--- config.mk ---
export PLATFORM = sky130hd
export DESIGN_NAME = hazard_ctrl_flat
export DESIGN_NICKNAME = d
export VERILOG_FILES = /design/src/rtl/hazard_ctrl_pkg.sv /design/src/rtl/hazard_ctrl_if.sv /design/src/rtl/hazard_ctrl_md_busy_timer.sv /design/src/rtl/hazard_ctrl.sv /design/src/flat_wrapper.sv
export SDC_FILE = /design/constraint.sdc
export NUM_CORES = 1
export LEC_CHECK = 0
export BUFFER_PORTS_ARGS = -buffer_cell sky130_fd_sc_hd__buf_2
export CAP_MARGIN = 20
export CORE_AREA = 3 3 57 59
export CTS_CLUSTER_SIZE = 14
export DETAILED_ROUTE_END_ITERATION = 8
export DIE_AREA = 0 0 60 62
export MAX_ROUTING_LAYER = met4
export PLACE_DENSITY = 0.76
export SETUP_SLACK_MARGIN = 0.02
export SLEW_MARGIN = 25
export SYNTH_ARGS = -nofsm -noshare
export SYNTH_HDL_FRONTEND = slang
export SYNTH_SLANG_ARGS = --single-unit
--- constraint.sdc ---
create_clock -name CLK -period 2.5 [get_ports CLK]
set_clock_uncertainty 0.05 [all_clocks]
set_input_delay 0.5 -clock CLK [delete_from_list [all_inputs] [get_ports CLK]]
set_output_delay 0.5 -clock CLK [all_outputs]
set_load 0.005 [all_outputs]
--- src/rtl/hazard_ctrl_pkg.sv ---
// Shared definitions for the pipeline hazard controller: FSM state encoding,
// parameter defaults and the load-use match helper.
package hazard_ctrl_pkg;

   // Sequencer states; encodings are fixed so debug dumps stay comparable.
   typedef enum logic {
      StRun    = 1'b0,
      StMdBusy = 1'b1
   } hazState_t;

   localparam int unsigned MdLatencyDefault = 32;
   localparam int unsigned CntWDefault      = 6;
   localparam int unsigned PerfWDefault     = 16;

   // A load in EX feeds a source of the ID instruction; $zero never hazards.
   function automatic logic loadUseMatch(
      input logic       exMemRead,
      input logic [4:0] exRt,
      input logic [4:0] idRs,
      input logic [4:0] idRt,
      input logic       idUsesRt
   );
      return exMemRead && (exRt != 5'd0) &&
             ((exRt == idRs) || (idUsesRt && (exRt == idRt)));
   endfunction

endpackage

--- src/rtl/hazard_ctrl_if.sv ---
// Bundle between the pipeline datapath and the hazard controller.
// master = pipeline side, slave = hazard controller.
interface hazard_ctrl_if #(
   parameter int unsigned PERF_W = 16
);

   logic [4:0]        id_rs;
   logic [4:0]        id_rt;
   logic              id_uses_rt;
   logic              id_md;
   logic              id_mfhilo;
   logic              ex_MemRead;
   logic [4:0]        ex_rt;
   logic              ex_branch_taken;
   logic              ex_jump;

   logic              pc_write;
   logic              ifid_write;
   logic              ifid_flush;
   logic              idex_flush;
   logic              md_start;
   logic              md_busy;
   logic [PERF_W-1:0] stall_count;

   modport master (
      output id_rs, id_rt, id_uses_rt, id_md, id_mfhilo,
      output ex_MemRead, ex_rt, ex_branch_taken, ex_jump,
      input  pc_write, ifid_write, ifid_flush, idex_flush,
      input  md_start, md_busy, stall_count
   );

   modport slave (
      input  id_rs, id_rt, id_uses_rt, id_md, id_mfhilo,
      input  ex_MemRead, ex_rt, ex_branch_taken, ex_jump,
      output pc_write, ifid_write, ifid_flush, idex_flush,
      output md_start, md_busy, stall_count
   );

endinterface

--- src/rtl/hazard_ctrl_md_busy_timer.sv ---
// Occupancy timer for the mult/div unit: loadable down-counter, done flag
// and a registered one-cycle start pulse.
module md_busy_timer #(
   parameter int unsigned MD_LATENCY = 32,
   parameter int unsigned CNT_W      = 6
) (
   input  logic CLK,
   input  logic RST,
   input  logic load,
   output logic done,
   output logic mdStart
);

   // Counter reaches zero in the last occupied cycle.
   localparam logic [CNT_W-1:0] LoadVal = CNT_W'(MD_LATENCY - 1);

   logic [CNT_W-1:0] cntQ, cntD;
   logic             startQ;

   // Next count: reload on accept, otherwise run down to zero and rest there.
   always_comb begin
      cntD = cntQ;
      if (load) begin
         cntD = LoadVal;
      end else if (cntQ != '0) begin
         cntD = cntQ - 1'b1;
      end
   end

   // Counter and start-pulse registers.
   always_ff @(posedge CLK or negedge RST) begin
      if (!RST) begin
         cntQ   <= '0;
         startQ <= 1'b0;
      end else begin
         cntQ   <= cntD;
         startQ <= load;
      end
   end

   assign done    = (cntQ == '0);
   assign mdStart = startQ;

endmodule

--- src/rtl/hazard_ctrl.sv ---
// Pipeline sequencing controller: resolves branch/jump redirects, load-use
// stalls and structural stalls while the mult/div unit is occupied.
module hazard_ctrl
   import hazard_ctrl_pkg::*;
#(
   parameter int unsigned MD_LATENCY = MdLatencyDefault,
   parameter int unsigned CNT_W      = CntWDefault,
   parameter int unsigned PERF_W     = PerfWDefault
) (
   input logic           CLK,
   input logic           RST,
   hazard_ctrl_if.slave  hz
);

   hazState_t         stateQ, stateD;
   logic              redirect, loadUse, mdHazard;
   logic              mdLoad, mdDone, mdStart;
   logic              pcWrite, ifidWrite, ifidFlush, idexFlush;
   logic [PERF_W-1:0] stallQ, stallD;

   md_busy_timer #(
      .MD_LATENCY (MD_LATENCY),
      .CNT_W      (CNT_W)
   ) uTimer (
      .CLK     (CLK),
      .RST     (RST),
      .load    (mdLoad),
      .done    (mdDone),
      .mdStart (mdStart)
   );

   // Hazard decode.
   always_comb begin
      redirect = hz.ex_branch_taken | hz.ex_jump;
      loadUse  = loadUseMatch(hz.ex_MemRead, hz.ex_rt, hz.id_rs, hz.id_rt, hz.id_uses_rt);
      mdHazard = (stateQ == StMdBusy) & (hz.id_md | hz.id_mfhilo);
   end

   // Pipeline control with priority redirect > load-use > mult/div hazard.
   always_comb begin
      pcWrite   = 1'b1;
      ifidWrite = 1'b1;
      ifidFlush = 1'b0;
      idexFlush = 1'b0;
      if (redirect) begin
         // ID instruction is wrong-path, so any stall it would cause is moot.
         ifidFlush = 1'b1;
         idexFlush = 1'b1;
      end else if (loadUse || mdHazard) begin
         pcWrite   = 1'b0;
         ifidWrite = 1'b0;
         idexFlush = 1'b1;
      end
   end

   // Sequencer next state; a mult/div enters EX only if it is not squashed or held.
   always_comb begin
      stateD = stateQ;
      mdLoad = 1'b0;
      unique case (stateQ)
         StRun: begin
            if (hz.id_md && !redirect && !loadUse) begin
               stateD = StMdBusy;
               mdLoad = 1'b1;
            end
         end
         StMdBusy: begin
            if (mdDone) begin
               stateD = StRun;
            end
         end
      endcase
   end

   // Saturating stall-cycle counter next value.
   always_comb begin
      stallD = stallQ;
      if (!pcWrite && (stallQ != {PERF_W{1'b1}})) begin
         stallD = stallQ + 1'b1;
      end
   end

   // State and performance registers.
   always_ff @(posedge CLK or negedge RST) begin
      if (!RST) begin
         stateQ <= StRun;
         stallQ <= '0;
      end else begin
         stateQ <= stateD;
         stallQ <= stallD;
      end
   end

   assign hz.pc_write    = pcWrite;
   assign hz.ifid_write  = ifidWrite;
   assign hz.ifid_flush  = ifidFlush;
   assign hz.idex_flush  = idexFlush;
   assign hz.md_start    = mdStart;
   assign hz.md_busy     = (stateQ == StMdBusy);
   assign hz.stall_count = stallQ;

endmodule

--- src/flat_wrapper.sv ---
// flat-port wrapper written by rule: the top's interface ports become plain ports
module hazard_ctrl_flat import hazard_ctrl_pkg::*;
#(
   parameter int unsigned MD_LATENCY = MdLatencyDefault,
   parameter int unsigned CNT_W      = CntWDefault,
   parameter int unsigned PERF_W     = PerfWDefault
)
  (CLK, RST, hz_id_rs, hz_id_rt, hz_id_uses_rt, hz_id_md, hz_id_mfhilo, hz_ex_MemRead, hz_ex_rt, hz_ex_branch_taken, hz_ex_jump, hz_pc_write, hz_ifid_write, hz_ifid_flush, hz_idex_flush, hz_md_start, hz_md_busy, hz_stall_count);
  hazard_ctrl_if #(.PERF_W(PERF_W)) hz_i ();
  input logic CLK;
  input logic RST;
  input wire logic [$bits(hz_i.id_rs)-1:0] hz_id_rs;
  input wire logic [$bits(hz_i.id_rt)-1:0] hz_id_rt;
  input wire logic [$bits(hz_i.id_uses_rt)-1:0] hz_id_uses_rt;
  input wire logic [$bits(hz_i.id_md)-1:0] hz_id_md;
  input wire logic [$bits(hz_i.id_mfhilo)-1:0] hz_id_mfhilo;
  input wire logic [$bits(hz_i.ex_MemRead)-1:0] hz_ex_MemRead;
  input wire logic [$bits(hz_i.ex_rt)-1:0] hz_ex_rt;
  input wire logic [$bits(hz_i.ex_branch_taken)-1:0] hz_ex_branch_taken;
  input wire logic [$bits(hz_i.ex_jump)-1:0] hz_ex_jump;
  output wire logic [$bits(hz_i.pc_write)-1:0] hz_pc_write;
  output wire logic [$bits(hz_i.ifid_write)-1:0] hz_ifid_write;
  output wire logic [$bits(hz_i.ifid_flush)-1:0] hz_ifid_flush;
  output wire logic [$bits(hz_i.idex_flush)-1:0] hz_idex_flush;
  output wire logic [$bits(hz_i.md_start)-1:0] hz_md_start;
  output wire logic [$bits(hz_i.md_busy)-1:0] hz_md_busy;
  output wire logic [$bits(hz_i.stall_count)-1:0] hz_stall_count;
  assign hz_i.id_rs = hz_id_rs;
  assign hz_i.id_rt = hz_id_rt;
  assign hz_i.id_uses_rt = hz_id_uses_rt;
  assign hz_i.id_md = hz_id_md;
  assign hz_i.id_mfhilo = hz_id_mfhilo;
  assign hz_i.ex_MemRead = hz_ex_MemRead;
  assign hz_i.ex_rt = hz_ex_rt;
  assign hz_i.ex_branch_taken = hz_ex_branch_taken;
  assign hz_i.ex_jump = hz_ex_jump;
  assign hz_pc_write = hz_i.pc_write;
  assign hz_ifid_write = hz_i.ifid_write;
  assign hz_ifid_flush = hz_i.ifid_flush;
  assign hz_idex_flush = hz_i.idex_flush;
  assign hz_md_start = hz_i.md_start;
  assign hz_md_busy = hz_i.md_busy;
  assign hz_stall_count = hz_i.stall_count;
  hazard_ctrl #(.MD_LATENCY(MD_LATENCY), .CNT_W(CNT_W), .PERF_W(PERF_W)) u_core (.CLK(CLK), .RST(RST), .hz(hz_i));
endmodule
==> summary.md <==
| Metric | Value |
|---|---|
| Post-synth design cell area | 1360 µm² |
| RSZ-0062 raised after global routing | false |
| Synth Area in Compound Gates | 7.26% |
| RD Place Congestion | 0.809 |
| Top-area cell type share of the netlist area | 44.1% |
| Most frequent cell after synthesis | dfrtp_1 |
| Post-synth top flop | dfrtp_1 |
| Total track usage | 18.0% |
| CTS tree | yes |
| PwrDens | 561 nW/µm² |
| Routed met3 length | 95 µm |
| Vias in the first global route | 1,182 |
| Clock root buffer | clkbuf_4 |
| Synth area leader | dfrtp_1 |
| Critical Path Fanout Max | 3 |
| Max-slew violations | 0 |
| Core Util, Final | 61.4% |
| Clock transition at the registers of the reported paths | 0.13 ns |
| Cell mode on critical path | buf_2 |
| Worst-Skew Late Latency | 0.32 ns |
| Core area | 2760 µm² |
| Max Cap Violations | 0 |
| DR vias/cell | 5.38 |
| Layout cells sized above 1 | 31.9% |
| Final Hold Fails | 0 |
| FF+latch count, synth | 24 |
| H-tree depth | 1 |
| Layout area overhead | 24.4% |
| Metal2 WL | 1.60 mm |
| Synth area leaders | dfrtp_1, xnor2_1, xor2_1 |
| Post-synth net total | 161 |
| Sequential-to-total area share from yosys stat | 44.1% |
| Worst vdd ir | 0.406 mV |
| Tot Pwr | 950 µW |
| Initial antenna violation count | 0 |
| WS Path Type | input pin to output pin |
| Bufs on Longest Clock Path | 2 |
| First DRT Iteration DRCs | 64 |
| Post-synth EDFFs | 0 |
| Syn. warnings | 0 |
| Largest net degree at the start of global routing | 25 |
| Fin crit period | 2.38 ns |
| Initial core utilization | 49.4% |
| Total CTS buffers | 3 |
| Max Used Layer | met4 |
| P_leak | 0.000797 µW |
| WL met1 | 1.30 mm |
| Worst slew pin tran | 0.665 ns |
| Syn avg cell area | 10.1 µm² |
| Worst Setup Start Kind | input pin |
| Worst Path Arrival | 1.83 ns |
| Finish-stage setup viols | 0 |
| Fillers | 238 |
| DR vias | 1,161 |
| Post-DP HPWL | 2.41 mm |
| Synth unique cells | 37 |
| Slowest cell on the critical path | or4_1 |
| Achievable Freq | 420 MHz |
| First-pass GRT wire length | 4.98 mm |
| IO Port Bufs | 44 |
| Die Span Y | 62 µm |
| Most instantiated cells after synthesis | dfrtp_1, xnor2_1, nand2_1 |
| Chip width | 60 µm |
| Post-synthesis async set-or-reset flop share | 100% |
| Wirelength per Cell | 14.0 µm |
| Global route total overflow | 0 |
| Setup tns final | 0 ns |
| Mux contribution to synthesized area | 3.22% |
| Drt drc | 0 |
| Total die area | 3720 µm² |
| Worst Hold Class | input pin to asynchronous set/reset pin |
| 1st-pass router iterations | 4 |
| Slowest cell delay on critical path | 0.52 ns |
| Slew margin rel. | 55.3% |
| Crit end category | output pin |
| Rows | 19 |
| WP data required | 1.95 ns |
| Final period utilization | 95.3% |
| Diode count | 0 |
| Simple-gate share of the synthesized area | 24.7% |
| Detail Route Antenna Nets | 0 |
| Clk sinks | 24 |
| Synth Area in XOR/XNOR | 15.4% |
| Number of top-level pins | 45 |
| Nets@finish | 212 |
| Largest family of logic cells by synthesized area | simple AND/OR/NAND/NOR gates |
| Outcome | complete, no violations |
| WHS | 0.0719 ns |
| Drt total wl | 3.01 mm |
| Mapped Cells | 135 |
| Synth Area in Adders | 2.76% |
| CP Cell Sequence | buf_2, or4_1, o21ai_1, o21a_1, nand2_1, buf_2 |
## critical path: cells and delay by family
kind                   cells  cell delay, ns
and+or+nand+nor            2            0.58
AOI/OAI and AO/OA          2            0.49
buffers and inverters      2            0.27
## power breakdown
| part | internal, µW | switching [µW] | total [µW] |
|---|---|---|---|
| Sequential | 428 | 46.7 | 474 |
| Clock | 162 | 120 | 282 |
| Combinational | 97.1 | 96.2 | 193 |
| Total | 687 | 263 | 950 |
## flip-flops by register name (all words and copies together), names as in the netlist
name	flops
u_core.uTimer.mdStart	1
u_core.hz.stall_count	16
u_core.uTimer.cntQ	6
u_core.hz.md_busy	1
## layout make-up
class	count	area, µm²	area share [%]
multi-input cells	103	732	43.2
flip-flops and latches	24	601	35.5
repair buffers	47	243	14.3
well taps	31	38.8	2.29
clock inverters	1	30.0	1.77
inverters	7	26.3	1.55
clock buffers	3	22.5	1.33
## logic make-up (layout without fill, tap and decap cells)
| group | count (synthesis) | after routing |
|---|---|---|
| buf+inv | 8 | 58 |
| simple gates | 58 | 58 |
| mux | 4 | 4 |
| compound gates | 14 | 14 |
| flops | 24 | 24 |
| xor+xnor | 24 | 24 |
| fa+ha+maj | 3 | 3 |
## per-layer routing
layer / vias up / global-route usage [%]
met2: 18 / 31.8
met5: - / -
li1: 581 / -
met1: 559 / 20.9
met3: 3 / 3.31
met4: 0 / 5.38
## cells in the final DEF (no fill, tap or decap), types with 2 or more instances in the layout
cell / count
nand2_1: 12
xnor2_1: 14
nand4_1: 8
buf_4: 3
o21ai_0: 2
dfrtp_1: 24
a21oi_1: 3
mux2_1: 2
nand2b_1: 2
xor2_1: 10
ha_1: 3
and3_1: 4
nand3_1: 10
clkbuf_4: 3
inv_1: 7
buf_2: 44
nor4_1: 4
nor3_1: 4
nor2_1: 5
## metrics by stage
step	setup WS, ns	std cells	cell area [µm²]
2_1_floorplan	0.360	135	1360
3_3_place_gp	0.170	211	1630
3_5_place_dp	0.118	211	1630
4_1_cts	0.117	215	1680
5_1_grt	0.0390	216	1690
6_report	0.118	216	1690
## repair_timing
item | CTS | global route
gates resized for setup | 0 | 1
endpoints found under the setup margin | 0 | 2
setup buffers | 0 | 1
hold buffers | 0 | 0
## final timing paths
path	startpoint	endpoint	slack (ns)	cells past startpoint
max reg2reg	u_core.hz.stall_count[0]$_DFFE_PN0P_	u_core.hz.stall_count[5]$_DFFE_PN0P_	0.33	7
min reg2reg	u_core.hz.stall_count[5]$_DFFE_PN0P_	u_core.hz.stall_count[5]$_DFFE_PN0P_	0.46	1
max in group asynchronous	RST	u_core.hz.stall_count[0]$_DFFE_PN0P_	1.99	1
min in group CLK	hz_id_md	u_core.uTimer.cntQ[5]$_DFFE_PN0P_	0.33	2
max	hz_ex_rt[0]	hz_idex_flush	0.12	6
min	RST	u_core.uTimer.cntQ[4]$_DFFE_PN0P_	0.07	1
(Power assumes the default switching activity.)
